File: config.mk
export PLATFORM = sky130hd
export DESIGN_NAME = counter_ctrl_arb
export DESIGN_NICKNAME = d
export VERILOG_FILES = /design/src/rtl/counter_ctrl_arb_pkg.sv /design/src/rtl/counter_ctrl_arb_rr_arbiter.sv /design/src/rtl/counter_ctrl_arb.sv
export SDC_FILE = /design/constraint.sdc
export NUM_CORES = 1
export LEC_CHECK = 0
export CORE_UTILIZATION = 30
export DETAILED_ROUTE_END_ITERATION = 10
export GPL_TIMING_DRIVEN = 0
export SYNTH_ARGS = -nofsm -noshare
export SYNTH_HDL_FRONTEND = slang
export SYNTH_SLANG_ARGS = --single-unit
File: constraint.sdc
create_clock -name clk -period 4.7 [get_ports clk]
set_clock_uncertainty 0.15 [all_clocks]
set_input_delay 1.41 -clock clk [delete_from_list [all_inputs] [get_ports clk]]
set_output_delay 1.41 -clock clk [all_outputs]
set_load 0.05 [all_outputs]
File: src/rtl/counter_ctrl_arb_pkg.sv
// Shared types for the counter command controller: command opcodes and FSM states.
package counter_ctrl_pkg;

  localparam int OP_W = 2;

  typedef enum logic [OP_W-1:0] {
    OP_CLEAR = 2'b00,
    OP_LOAD  = 2'b01,
    OP_STEP  = 2'b10,
    OP_QUERY = 2'b11
  } op_e;

  typedef enum logic [1:0] {
    S_IDLE = 2'b00,
    S_EXEC = 2'b01,
    S_DONE = 2'b10
  } state_e;

endpackage

File: src/rtl/counter_ctrl_arb_rr_arbiter.sv
// Round-robin arbiter: grants the first requester at or above ptr (wrapping),
// then moves ptr to one past the grantee.
module rr_arbiter #(
  parameter  int N  = 4,
  localparam int IW = $clog2(N)
) (
  input  logic          clk,
  input  logic          rst,
  input  logic [N-1:0]  req,
  input  logic          en,
  output logic [N-1:0]  grant,
  output logic [IW-1:0] grant_idx
);

  logic [IW-1:0] ptr_r;
  logic [N-1:0]  rot_s;
  logic          any_s;
  int            off_s;
  int            idx_s;

  // Rotate requests so ptr sits at bit 0, take the lowest set bit, rotate back.
  always_comb begin
    rot_s = N'({req, req} >> ptr_r);
    off_s = 0;
    for (int k = N - 1; k >= 0; k--) begin
      off_s = rot_s[k] ? k : off_s;
    end
    idx_s     = (int'(ptr_r) + off_s >= N) ? (int'(ptr_r) + off_s - N) : (int'(ptr_r) + off_s);
    any_s     = en && (|req);
    grant     = any_s ? (N'(1) << idx_s) : '0;
    grant_idx = any_s ? IW'(idx_s) : '0;
  end

  // Priority pointer advances only when a grant is issued.
  always_ff @(posedge clk) begin
    if (rst) begin
      ptr_r <= '0;
    end else if (any_s) begin
      ptr_r <= (grant_idx == IW'(N - 1)) ? '0 : (grant_idx + IW'(1));
    end else begin
      ptr_r <= ptr_r;
    end
  end

endmodule

File: src/rtl/counter_ctrl_arb.sv
// Shares one up-counter between NUM_REQ command ports; a round-robin grant feeds
// a three-state sequencer that executes the command and pulses done_valid.
module counter_ctrl_arb
  import counter_ctrl_pkg::*;
#(
  parameter  int NUM_REQ = 4,
  parameter  int WIDTH   = 8,
  localparam int IW      = $clog2(NUM_REQ)
) (
  input  logic                     clk,
  input  logic                     rst,
  input  logic [NUM_REQ-1:0]       req_valid,
  output logic [NUM_REQ-1:0]       req_ready,
  input  logic [2*NUM_REQ-1:0]     req_op,
  input  logic [WIDTH*NUM_REQ-1:0] req_arg,
  output logic [WIDTH-1:0]         cnt_value,
  output logic                     busy,
  output logic                     done_valid,
  output logic [IW-1:0]            done_id,
  output logic [WIDTH-1:0]         done_value
);

  state_e            state_r;
  op_e               op_r;
  logic [WIDTH-1:0]  arg_r;
  logic [WIDTH-1:0]  rem_r;
  logic [IW-1:0]     id_r;
  logic [WIDTH-1:0]  cnt_r;
  logic              busy_r;
  logic              done_valid_r;
  logic [IW-1:0]     done_id_r;
  logic [WIDTH-1:0]  done_value_r;

  logic [NUM_REQ-1:0] grant_s;
  logic [IW-1:0]      grant_idx_s;
  logic               arb_en_s;
  logic [OP_W-1:0]    sel_op_s;
  logic [WIDTH-1:0]   sel_arg_s;
  logic [WIDTH-1:0]   cnt_nxt_s;
  logic               last_s;

  // Grants are only offered while idle, and never during the reset cycle.
  assign arb_en_s = (state_r == S_IDLE) && !rst;

  rr_arbiter #(.N(NUM_REQ)) u_arb (
    .clk       (clk),
    .rst       (rst),
    .req       (req_valid),
    .en        (arb_en_s),
    .grant     (grant_s),
    .grant_idx (grant_idx_s)
  );

  assign req_ready  = grant_s;
  assign cnt_value  = cnt_r;
  assign busy       = busy_r;
  assign done_valid = done_valid_r;
  assign done_id    = done_id_r;
  assign done_value = done_value_r;

  // Select the granted requester's op and argument.
  always_comb begin
    sel_op_s  = '0;
    sel_arg_s = '0;
    for (int i = 0; i < NUM_REQ; i++) begin
      sel_op_s  = grant_s[i] ? req_op[2*i +: 2] : sel_op_s;
      sel_arg_s = grant_s[i] ? req_arg[WIDTH*i +: WIDTH] : sel_arg_s;
    end
  end

  // Counter value after one EXEC cycle, and whether that cycle finishes the command.
  always_comb begin
    cnt_nxt_s = cnt_r;
    last_s    = 1'b1;
    case (op_r)
      OP_CLEAR: cnt_nxt_s = '0;
      OP_LOAD:  cnt_nxt_s = arg_r;
      OP_STEP: begin
        if (rem_r == '0) begin
          cnt_nxt_s = cnt_r;
          last_s    = 1'b1;
        end else begin
          cnt_nxt_s = cnt_r + WIDTH'(1);
          last_s    = (rem_r == WIDTH'(1));
        end
      end
      OP_QUERY: cnt_nxt_s = cnt_r;
      default:  cnt_nxt_s = cnt_r;
    endcase
  end

  // Command sequencer: latch on grant, execute, then one DONE cycle before re-arbitrating.
  always_ff @(posedge clk) begin
    if (rst) begin
      state_r      <= S_IDLE;
      op_r         <= OP_CLEAR;
      arg_r        <= '0;
      rem_r        <= '0;
      id_r         <= '0;
      cnt_r        <= '0;
      busy_r       <= 1'b0;
      done_valid_r <= 1'b0;
      done_id_r    <= '0;
      done_value_r <= '0;
    end else begin
      case (state_r)
        S_IDLE: begin
          done_valid_r <= 1'b0;
          if (|grant_s) begin
            op_r    <= op_e'(sel_op_s);
            arg_r   <= sel_arg_s;
            rem_r   <= sel_arg_s;
            id_r    <= grant_idx_s;
            busy_r  <= 1'b1;
            state_r <= S_EXEC;
          end else begin
            busy_r  <= 1'b0;
            state_r <= S_IDLE;
          end
        end
        S_EXEC: begin
          cnt_r <= cnt_nxt_s;
          rem_r <= (rem_r == '0) ? '0 : (rem_r - WIDTH'(1));
          if (last_s) begin
            state_r      <= S_DONE;
            done_valid_r <= 1'b1;
            done_id_r    <= id_r;
            done_value_r <= cnt_nxt_s;
          end else begin
            state_r      <= S_EXEC;
          end
        end
        S_DONE: begin
          done_valid_r <= 1'b0;
          busy_r       <= 1'b0;
          state_r      <= S_IDLE;
        end
        default: begin
          done_valid_r <= 1'b0;
          busy_r       <= 1'b0;
          state_r      <= S_IDLE;
        end
      endcase
    end
  end

endmodule

==> key figures <==
Logic synthesis
  – Post-Syn Area: 2580 sq um
  – Syn. warnings: 0
  – Syn nets: 356
  – EDFF count, synth: 0
  – Synth area leaders: dfxtp_1, mux2i_1, mux2_2
  – Post-synth top cells: dfxtp_1, nand2_1, nor2_1
  – Top FF cell, synth: dfxtp_1
  – Yosys cell types: 53
  – Sequential area share after synthesis: 34.1%
  – FF+latch count, synth: 44
  – Ys async rst share: 0%
  – Post-Syn Instances: about 300
  – Synth top area share: approximately 34%
  – Most frequent cell after synthesis: dfxtp_1
  – Top cell type by total area after synthesis: dfxtp_1
  – Syn avg cell area: 8.47 sq um

Timing
  – Max transition margin: 52.5%
  – Minimum clock period: 4.66 ns
  – Setup TNS: 0 ns
  – Period utilization: 99.2%
  – Max Slew Vio Count: 0
  – Final setup vio count: 0
  – Final hold violation count: 0
  – Worst Tran Pin Value: ~0.71 ns
  – Fmax: 215 MHz
  – Hold slack: 0.301 ns
  – RSZ-0062 raised after global routing: true

Final layout
  – Area delta synth->final: 41.9%
  – Fin nets: 439
  – Diode count: 0
  – Fillcell total: 858
  – Fraction of layout cells with a size suffix above 1: around 17%
  – Fin util: 44.4%
  – Design area: 3660 sq um

Floorplanning
  – Cell row count: 33
  – Core ar.: 8260 sq um
  – Die area: between 8000 and 9000 sq um
  – Die span in y: 94.8 um
  – Die Wd: 94.8 um
  – Num ports: 70
  – Starting Density: 31.3%

Status
  – Status: complete, no violations

Worst setup path
  – Kind of critical path: input pin to output port
  – CP Max Fanout: 7
  – Crit path buf inv count: 3
  – Arr. time, crit path: about 3.1 ns
  – Crit path required time: 3.14 ns
  – Critical Path Slowest Stage Cell: nor4_2
  – Crit-path max cell delay: roughly 0.27 ns
  – Setup crit start kind: input pin
  – Cell family with the largest share of critical-path delay: buffers and inverters
  – Critical path capture point type: output port
  – Cells along the critical path: buf_12, nor4_2, a21oi_1, o211ai_1, ha_2, xnor2_2, xnor2_2, buf_6, nor3b_4, buf_6

Route
  – Wire per inst: 14.7 um
  – Routed Antenna Nets: 0
  – DRT Pass-1 Iters: 4
  – Initial DRC Count: 100
  – Number of remaining DRC errors: 0
  – Routed WL: 7260 um
  – DR vias: about 2500
  – Vias/cell: 5.12

Global routing
  – Largest net degree at the start of global routing: 19
  – Global route overflow: 0
  – Initial antenna violation count: 0
  – Vias in the first global route: 2367
  – GRT Total Usage: around 17%
  – First-pass GRT wire length: around 12000 um

Power
  – Total power: roughly 1.9 mW
  – PwrDens: 513 nW/um^2
  – Leak: around 1.4 nW
  – Worst vdd ir: 0.162 mV

Clock tree
  – CTS tree: yes
  – Clock sinks: 44
  – Worst-path clk slew: 0.08 ns
  – Max Buffers Root-to-Sink: 2
  – Cts-stage hold buffer count: 0
  – Clk_lat worst skew: 0.30 ns
  – CTS buffer count: 5
  – H-tree Lvls: 2
  – CTS root buf: clkbuf_8

Place
  – Port Buffers: 69
  – Dpl cell area: 3420 sq um
  – Gpl congestion: 0.875
  – Final HPWL DP: 5420 um

Min path
  – Hold crit path type: register to register

Run
  – Max cap viols: 0
## sequential cells by signal, summed over array words and instances (netlist names), 2 cells and up
name	count
op_r	2
done_id	2
state_r	2
rem_r	8
cnt_value	8
u_arb.ptr_r	2
id_r	2
arg_r	8
done_value	8
## layer usage
layer,GRT usage [%],routed length [um]
met5,0,0
met4,6.31,128
met3,2.74,332
met2,27.0,3410
met1,23.1,3380
## cell type report
type / instances / area (sq um) / share of cell area (%)
buffer: 14 / 76.3 / 2.08
multi-input combinational: 233 / 1630 / 44.6
clock inverter: 2 / 38.8 / 1.06
inverter: 11 / 41.3 / 1.13
clock buffer: 6 / 82.6 / 2.25
sequential: 44 / 881 / 24.0
timing repair buffer: 79 / 781 / 21.3
tap: 105 / 131 / 3.58
## path summary, 6_finish.rpt
check	start	to	slack (ns)	cells past startpoint
setup reg to reg	u_arb.ptr_r[0]$_SDFFE_PP0P_	rem_r[5]$_SDFFE_PP0P_	1.80	9
hold / removal	busy$_SDFFE_PP0N_	busy$_SDFFE_PP0N_	0.30	2
hold reg to reg	busy$_SDFFE_PP0N_	busy$_SDFFE_PP0N_	0.30	2
setup / recovery	req_valid[2]	req_ready[2]	0.04	10
## power by group
| group | switching [mW] | total [mW] | internal (mW) |
|---|---|---|---|
| logic | 0.575 | 0.995 | 0.420 |
| registers | 0.101 | 0.577 | 0.477 |
| clock network | 0.133 | 0.307 | 0.174 |
| total | 0.809 | 1.88 | 1.07 |
## what timing repair did
action                                  in CTS  in global routing
gates resized for setup                     48                 21
endpoints found under the hold margin        0                  0
endpoints found under the setup margin       4                  4
cloned                                       0                  0
pin swaps                                    5                  8
buffers inserted                             6                  4
## logic make-up (layout without fill, tap and decap cells)
| family | after synthesis | count (layout) | share of synthesized area (%) |
|---|---|---|---|
| fa+ha+maj | 5 | 5 | 2.42 |
| mux | 34 | 34 | 14.0 |
| simple gates | 102 | 102 | 20.0 |
| compound gates | 83 | 83 | 21.3 |
| buf+inv | 28 | 112 | 4.94 |
| xor+xnor | 9 | 9 | 3.34 |
| flops | 44 | 44 | 34.1 |
## tightest hold or removal path, cell delays in order, from the launching register on
cell     delay (ns)
dfxtp_1        0.32
nand2_1        0.05
nand2_1        0.04
## per-stage QoR
step | std cells | setup WS (ns)
2_1_floorplan | 305 | -0.0695
3_3_place_gp | 479 | -1.45
3_5_place_dp | 479 | -1.51
4_1_cts | 490 | 0.0118
5_1_grt | 494 | -0.0842
6_report | 494 | 0.0383
## cell usage in the layout, fill, tap and decap left out, types with 5 or more instances in the layout
cell type,count
clkdlybuf4s50_1,61
dfxtp_1,44
nand2_1,32
nor2_1,29
mux2i_1,21
a21oi_1,18
o21ai_0,16
mux2_2,12
inv_1,11
buf_4,11
clkbuf_1,9
o22ai_1,8
a221oi_1,8
buf_6,7
clkbuf_8,7
a211oi_1,6
o21a_1,5
nand3_1,5
xor2_1,5
Note: power is estimated with default switching activity, not from simulation.
